`src/rtl/memoria_dados_if.sv`:
```
// Load/store bus between the datapath (master) and the data memory (slave).
// Strobes, address and store data go in; load data and completion status come back.
interface memoria_dados_if;
  logic        MemoriaLida;
  logic        MemoriaEscrita;
  logic [31:0] Endereco;
  logic [31:0] DadosEscrita;
  logic [31:0] DadosLidos;
  logic        Pronto;
  logic        Ocupado;
  logic        ErroAcesso;

  modport master (
    output MemoriaLida, MemoriaEscrita, Endereco, DadosEscrita,
    input  DadosLidos, Pronto, Ocupado, ErroAcesso
  );

  modport slave (
    input  MemoriaLida, MemoriaEscrita, Endereco, DadosEscrita,
    output DadosLidos, Pronto, Ocupado, ErroAcesso
  );
endinterface

```
`src/rtl/memoria_dados.sv`:
```
// Word-organised data memory; fixed LATENCY cycles from acceptance to Pronto.
// Requests are accepted only in IDLE; while Ocupado the bus inputs are ignored.
module memoria_dados #(
  parameter int DEPTH   = 64,
  parameter int LATENCY = 2
) (
  input logic            clock,
  input logic            reset,
  memoria_dados_if.slave bus
);
  localparam logic [1:0]  IDLE    = 2'd0;
  localparam logic [1:0]  ESPERA  = 2'd1;
  localparam logic [1:0]  FIM     = 2'd2;
  localparam int          IW      = (DEPTH > 1) ? $clog2(DEPTH) : 1;
  localparam logic [31:0] DEPTH_W = 32'(DEPTH);
  localparam logic [3:0]  CNT_INI = 4'(LATENCY - 1);

  logic [1:0]    estado;
  logic [3:0]    contador;
  logic [IW-1:0] indice;
  logic [31:0]   dado;
  logic          escrita;
  logic          erro;
  logic [31:0]   lidos;
  logic          erro_acesso;
  logic [31:0]   mem [DEPTH];
  logic          pedido;
  logic          erro_novo;

  // The whole error decision is made at acceptance so later stages only act on latched state.
  always_comb begin
    pedido    = bus.MemoriaLida | bus.MemoriaEscrita;
    erro_novo = (bus.Endereco[1:0] != 2'b00)
             || ({2'b00, bus.Endereco[31:2]} >= DEPTH_W)
             || (bus.MemoriaLida && bus.MemoriaEscrita);
  end

  always_ff @(posedge clock or negedge reset) begin
    if (!reset) begin
      estado      <= IDLE;
      contador    <= 4'd0;
      indice      <= '0;
      dado        <= 32'd0;
      escrita     <= 1'b0;
      erro        <= 1'b0;
      lidos       <= 32'd0;
      erro_acesso <= 1'b0;
    end else begin
      case (estado)
        IDLE: begin
          if (pedido) begin
            estado   <= ESPERA;
            contador <= CNT_INI;
            indice   <= bus.Endereco[IW+1:2];
            dado     <= bus.DadosEscrita;
            escrita  <= bus.MemoriaEscrita;
            erro     <= erro_novo;
          end
        end
        ESPERA: begin
          if (contador == 4'd0) estado <= FIM;
          else                  contador <= contador - 4'd1;
        end
        FIM: begin
          estado      <= IDLE;
          erro_acesso <= erro;
          if (!erro && !escrita) lidos <= mem[indice];
        end
        default: estado <= IDLE;
      endcase
    end
  end

  // Reset clears every word, which also discards any write still in flight.
  always_ff @(posedge clock or negedge reset) begin
    if (!reset) begin
      for (int i = 0; i < DEPTH; i++) mem[i] <= 32'd0;
    end else if (estado == FIM && escrita && !erro) begin
      mem[indice] <= dado;
    end
  end

  assign bus.DadosLidos = lidos;
  assign bus.ErroAcesso = erro_acesso;
  assign bus.Pronto     = (estado == FIM);
  assign bus.Ocupado    = (estado == ESPERA) || (estado == FIM);
endmodule

```
`src/flat_wrapper.sv`:
```
// flat-port wrapper written by rule: the top's interface ports become plain ports
module memoria_dados_flat 
#(
  parameter int DEPTH   = 64,
  parameter int LATENCY = 2
)
  (clock, reset, bus_MemoriaLida, bus_MemoriaEscrita, bus_Endereco, bus_DadosEscrita, bus_DadosLidos, bus_Pronto, bus_Ocupado, bus_ErroAcesso);
  memoria_dados_if bus_i ();
  input logic clock;
  input logic reset;
  input wire logic [$bits(bus_i.MemoriaLida)-1:0] bus_MemoriaLida;
  input wire logic [$bits(bus_i.MemoriaEscrita)-1:0] bus_MemoriaEscrita;
  input wire logic [$bits(bus_i.Endereco)-1:0] bus_Endereco;
  input wire logic [$bits(bus_i.DadosEscrita)-1:0] bus_DadosEscrita;
  output wire logic [$bits(bus_i.DadosLidos)-1:0] bus_DadosLidos;
  output wire logic [$bits(bus_i.Pronto)-1:0] bus_Pronto;
  output wire logic [$bits(bus_i.Ocupado)-1:0] bus_Ocupado;
  output wire logic [$bits(bus_i.ErroAcesso)-1:0] bus_ErroAcesso;
  assign bus_i.MemoriaLida = bus_MemoriaLida;
  assign bus_i.MemoriaEscrita = bus_MemoriaEscrita;
  assign bus_i.Endereco = bus_Endereco;
  assign bus_i.DadosEscrita = bus_DadosEscrita;
  assign bus_DadosLidos = bus_i.DadosLidos;
  assign bus_Pronto = bus_i.Pronto;
  assign bus_Ocupado = bus_i.Ocupado;
  assign bus_ErroAcesso = bus_i.ErroAcesso;
  memoria_dados #(.DEPTH(DEPTH), .LATENCY(LATENCY)) u_core (.clock(clock), .reset(reset), .bus(bus_i));
endmodule
```
`config.mk`:
```
export PLATFORM = sky130hd
export DESIGN_NAME = memoria_dados_flat
export DESIGN_NICKNAME = d
export VERILOG_FILES = /design/src/rtl/memoria_dados_if.sv /design/src/rtl/memoria_dados.sv /design/src/flat_wrapper.sv
export SDC_FILE = /design/constraint.sdc
export NUM_CORES = 2
export LEC_CHECK = 0
export BUFFER_PORTS_ARGS = -buffer_cell sky130_fd_sc_hd__buf_2
export CAP_MARGIN = 20
export CORE_UTILIZATION = 54
export CTS_CLUSTER_DIAMETER = 50
export DETAILED_ROUTE_END_ITERATION = 8
export PLACE_DENSITY_LB_ADDON = 0.1
export SYNTH_ARGS = -nofsm -noshare
export SYNTH_HDL_FRONTEND = slang
export SYNTH_SLANG_ARGS = --single-unit
```
`constraint.sdc`:
```
create_clock -name clock -period 5.8 [get_ports clock]
set_input_delay 1.16 -clock clock [delete_from_list [all_inputs] [get_ports clock]]
set_output_delay 1.16 -clock clock [all_outputs]
set_load 0.03 [all_outputs]
```
### After elaboration in Yosys (flattened, before gate mapping)

Cells that the tools add are included.

* mux-type cells: 12
* add/subtract/negate cells: 1
* bitwise operators: 2
* equal/unequal tests: 5
* magnitude comparators: 3
* reductions and logical operators: 18

Operators by type and width (count)
* $bwmux W2048: 1
* $bmux W32 S6: 1
* $demux W32 S6: 1
* $mux W32: 3
* $ge A30 B7 Y1 const B: 1
* $mux W4: 2
* $pmux W4 S2: 1
* $ge A7 B7 Y1 const B: 1
* $lt A7 B1 Y1 const B: 1
* $not A6 Y7: 1
* $reduce_and A2 Y1: 3
* $logic_and A1 B1 Y1: 5
* $logic_not A4 Y1: 1
* $mux W2: 2
* $ne A2 B1 Y1 const B: 2
* $pmux W2 S2: 1
* $reduce_bool A2 Y1: 2
* $sub A4 B1 Y4 const B: 1
* $logic_or A1 B1 Y1: 3
* $reduce_and A3 Y1: 1
* $eq A2 B1 Y1 const B: 1
* $eq A2 B2 Y1 const B: 1
* $logic_not A1 Y1: 2
* $logic_not A2 Y1: 1
* 2 further kinds: 2

* logic and storage cells: 113
* bits of input ports: 68
* output and inout port bits: 35
* register bits after elaboration: 2127

### Logic depth before layout (Yosys ltp)

* word-level depth: 6
* depth in mapped cells: 11
* gate-level depth less buffers: 7

### Worst setup path before layout

Ideal clock, no wire load.

* path kind: register to register
* start: register u_core.estado[0]
* end: register u_core.mem[961] in the netlist's numbering
* setup time: 0.125 ns
* stages on the path, launching flop included: 9
* data required time: 5.675 ns
* period minus slack after synthesis: 2.391 ns
* buffers on the path: 1
* slack: 3.409 ns
* data arrival time: 2.266 ns
* path through: dfrtp_1 > inv_1 > ha_1 > and3b_1 > nand2_1 > nor2_1 > nand2_1 > buf_1 > mux2_2

* cells in the longest elaborated chain, start to end: 3

RTL lines
* start: declaration: RTL line memoria_dados.sv:18 `logic [1:0] estado;`
* start signal: assignment: RTL line memoria_dados.sv:40 `estado <= IDLE;`
* start signal: assignment: RTL line memoria_dados.sv:52 `estado <= ESPERA;`
* start signal: assignment: RTL line memoria_dados.sv:61 `if (contador == 4'd0) estado <= FIM;`
* $eq A2 B2 Y1
* via bus_Pronto: RTL line flat_wrapper.sv:16 `output wire logic [$bits(bus_i.Pronto)-1:0] bus_Pronto;`
* $logic_and A1 B1 Y1 (2 in a row): RTL line memoria_dados.sv:78 `end else if (estado == FIM && escrita && !erro) begin`
* end signal: indexed assignment: RTL line memoria_dados.sv:79 `mem[indice] <= dado;`
* end: declaration: RTL line memoria_dados.sv:26 `logic [31:0] mem [DEPTH];`

The timed path passes the listed nets, and every way through them passes these cells.
A chain may end at the register's enable or synchronous reset.

### Worst setup path in the final report

* start: register u_core.indice[0]
* end: register u_core.mem[285] in the netlist's numbering

* cells in the longest elaborated chain, start to end: 6
* elaborated cells between the ends (all ways): 7
* classes of those cells: order compare (2); mux (3); bitwise (1); reduce/logical (1)

RTL lines
* start: declaration: RTL line memoria_dados.sv:20 `logic [IW-1:0] indice;`
* start signal: assignment: RTL line memoria_dados.sv:54 `indice <= bus.Endereco[IW+1:2];`
* $not A6 Y7 (implied by the code) (*): RTL line memoria_dados.sv:79
* $ge A7 B7 Y1 (implied by the code) or $lt A7 B1 Y1 (tied branches): RTL line memoria_dados.sv:79
* $logic_and A1 B1 Y1 (implied by the code): RTL line memoria_dados.sv:79
* $mux W32 (implied by the code): RTL line memoria_dados.sv:79
* $demux W32 S6 (*): RTL line memoria_dados.sv:79
* $bwmux W2048 (*): RTL line memoria_dados.sv:79

Every way passes the cells marked *; elsewhere a longest branch is shown, timed or not.

==> metrics.md <==
| Metric | Value |
|---|---|
| Status | finished with violations |
| Failing checks | design-rule violations |
| Reg2Reg Depth | 5 |
| DIE AREA | 179,000 um^2 |
| Setup violators final | 0 |
| Final layout net count | 6,673 |
| Initial antenna violation count | 12 |
| Mapped Cells | around 6,700 |
| 1st-pass router iterations | 8 |
| #FFs+latches synth | 2,127 |
| Area growth syn-to-layout | 11.4% |
| Remaining DRCs | 6 |
| Worst path buffer plus inverter count | 1 |
| Final Hold Viols | 0 |
| CTS Hold Bufs | 0 |
| Iter 0 DRT Violations | approximately 6,600 |
| EDFF count, synth | 0 |
| CTS clk-pin slew, worst paths | 60 ps |
| Worst-path maximum fanout | 32 |
| Buffers inserted by post-CTS timing repair | 0 |
| Max Slew Vio Count | 0 |
| Core ar. | ~180,000 um^2 |
| Row count | 154 |
| Syn avg cell area | between 10 and 15 um^2 |
| H-tree Lvls | 4 |
| Final Wtd Congestion | 0.849 |
| Layout Skew | between 30 and 40 ps |
| Most common cell after layout, fill and taps aside | mux2_2 |
| CTS Buf Count | 227 |
| Max IR drop VDD | 0.413 mV |
| Layout cells sized above 1 | 46.5% |
| Static leakage | roughly 52 nW |
| Reg2reg end | u_core.mem[285]$_DFFE_PN0P_ |
| Chip Width | between 400 and 500 um |
| Fill cell count | 13,687 |
| Fmax | between 0.2 and 0.25 GHz |
| DP HPWL | 190 mm |
| Worst skew pair latency | 900 ps |
| Mapped Nets | 6,782 |
| Worst r2r src | u_core.indice[0]$_DFFE_PN0P_ |
| Cell Pwr Density | 459 nW/um^2 |
| Vias | 62,070 |
| GRT Total Usage | 36.0% |
| Max Cap Viol | 0 |
| Setup_tns | 0 ps |
| Total routed wirelength | 321 mm |
| CTS tree | done |
| Crit. Startpoint | u_core.indice[0]$_DFFE_PN0P_ |
| PortBufs | slightly above 100 |
| Global-route wire length before repair | about 460 mm |
| CP cell instances | and2_4 -> nand2_1 -> nor2_4 -> buf_4 -> mux2_2 |
| CTS max path bufs | 3 |
| RSZ-0062 raised after global routing | false |
| Vias in the first global route | approximately 63,000 |
| Top Family by Delay on Critical Path | simple AND/OR/NAND/NOR gates |
| Final setup margin | 1740 ps |
| Cts repair resizes | 0 |
| Post-synth cell types | 74 |
| WS Path Type | flop to flop |
| Sequential fraction of the synthesis area | 55.4% |
| Final Cycle Share | 70.1% |
| Initial Util | between 50% and 60% |
| CTS sink cnt | 2,127 |
| Clock root buffer | clkbuf_16 |
| CP Launch Type | flop |
| Largest net degree at the start of global routing | 163 |
| Max stage delay on crit path | 790 ps |
| Die height | 424 um |
| Commonest cells after routing, fill and taps aside | mux2_2 (2,106), dfrtp_1 (2,094), mux2i_1 (292) |
| Avg Vias per Cell | 6.79 |
| Crit end category | flop |
| R2R Setup Slk | 1740 ps |
| CP arrival | 4820 ps |
| Worst endpoint required time | 6560 ps |
| Crit path time final | a little over 4000 ps |
| Placement Setup Slack | 1860 ps |
| Mapped cell area | 96,000 um^2 |
| Worst-Margin Slew | 1250 ps |
| ANT nets after route | 0 |
| Slew margin rel. | 16.5% |
| Async S/R FF share, synth | 100% |
| Syn. warnings | 0 |
| Worst hold path type | primary input to asynchronous set/reset pin |
| Grt ovf | 0 |
| Wire per inst | 35.1 um |
| Slowest-stage cell, CP | dfrtp_4 |
| Synth Flop Type | dfrtp_1 |
| I/O pin count | 103 |
[metrics by stage]
stage	utilization [%]	hold WS (ps)	power, W	std cells	cell area, um^2
6_report	60.6	171	0.0491	9136	107000
4_1_cts	60.5	211	0.0488	9118	107000
3_5_place_dp	56.3	470	0.0342	8702	99200
2_1_floorplan	-	459	0.0276	6709	96000
5_1_grt	60.6	222	0.0506	9128	107000
3_3_place_gp	56.1	469	0.0339	8689	98900
[logic make-up after synthesis]
family          count (synthesis)  share of synthesized area (%)
mux                          2627                           32.7
flops                        2127                           55.4
compound gates                821                           6.34
buf+inv                       713                           3.49
simple gates                  414                           1.95
fa+ha+maj                       5                         0.0652
xor+xnor                        2                         0.0182
[flip-flops by register name (all words and copies together), names as in the netlist]
| name | cells |
|---|---|
| u_core.mem | 2048 |
| u_core.indice | 6 |
| u_core.bus.DadosLidos | 32 |
| u_core.contador | 4 |
| u_core.erro | 1 |
| u_core.dado | 32 |
| u_core.bus.ErroAcesso | 1 |
| u_core.estado | 2 |
| u_core.escrita | 1 |
[how the worst max path moves through the flow]
stage / endpoint / depth (start not counted)
6_report: u_core.mem[285]$_DFFE_PN0P_ / 5
5_1_grt: u_core.bus.DadosLidos[28]$_DFFE_PN0P_ / 6
4_1_cts: u_core.mem[274]$_DFFE_PN0P_ / 5
3_5_place_dp: u_core.mem[274]$_DFFE_PN0P_ / 5
3_3_place_gp: u_core.bus.DadosLidos[27]$_DFFE_PN0P_ / 7
2_1_floorplan: u_core.mem[961]$_DFFE_PN0P_ / 8
[synthesized netlist by cell type (all sizes together), types with 5 or more instances]
library cell  instances  area share, %
a221o                 6          0.063
nand3b                5          0.039
a22oi               122           0.95
o32a                 20           0.21
nor3b                 5          0.044
mux4                193            4.5
dfrtp              2127             55
ha                    5          0.065
o22a                 11           0.10
nand2b                5          0.033
o22ai                75           0.49
nor2                203           0.80
o21ai               110           0.57
nand3                36           0.19
buf                 390            2.2
a31oi                39           0.25
mux2i               292            3.0
clkbuf              316            1.2
a211oi               11          0.086
inv                   7          0.027
o211ai               11          0.086
o21a                  7          0.055
nor2b                 8          0.052
o2111ai               8          0.073
nand4                13          0.085
nor3                 10          0.069
mux2               2142             25
nor4                  7          0.052
a22o                 12           0.11
a221oi              273            2.5
and3                  9          0.059
o221ai                9          0.082
nand2                94           0.37
a21oi                72           0.38
[routing by layer]
metal  vias up  wire [um]  global-route usage (%)
met5         -        135                   0.161
met4        16      15400                    16.1
met3       718      27900                    8.72
met2      2889     144000                    53.8
met1     33654     134000                    50.0
li1      24793          -                       -
[final cells by class]
cell class | instances | area, um^2 | area share (%)
diodes | 9 | 22.5 | 0.0211
clock buffers | 347 | 6710 | 6.28
clock inverters | 69 | 793 | 0.742
inverters | 7 | 38.8 | 0.0363
multi-input cells | 3869 | 39900 | 37.3
flip-flops and latches | 2127 | 53300 | 49.8
well taps | 2340 | 2930 | 2.74
repair buffers | 368 | 3230 | 3.02
[where the power goes]
group / switching, W / total [W] / internal [W]
sequential: 0.00168 / 0.0186 / 0.0169
combinational: 0.0109 / 0.0159 / 0.00505
clock: 0.00621 / 0.0146 / 0.00838
total: 0.0188 / 0.0491 / 0.0303
Power figures use the tool's default switching activity.
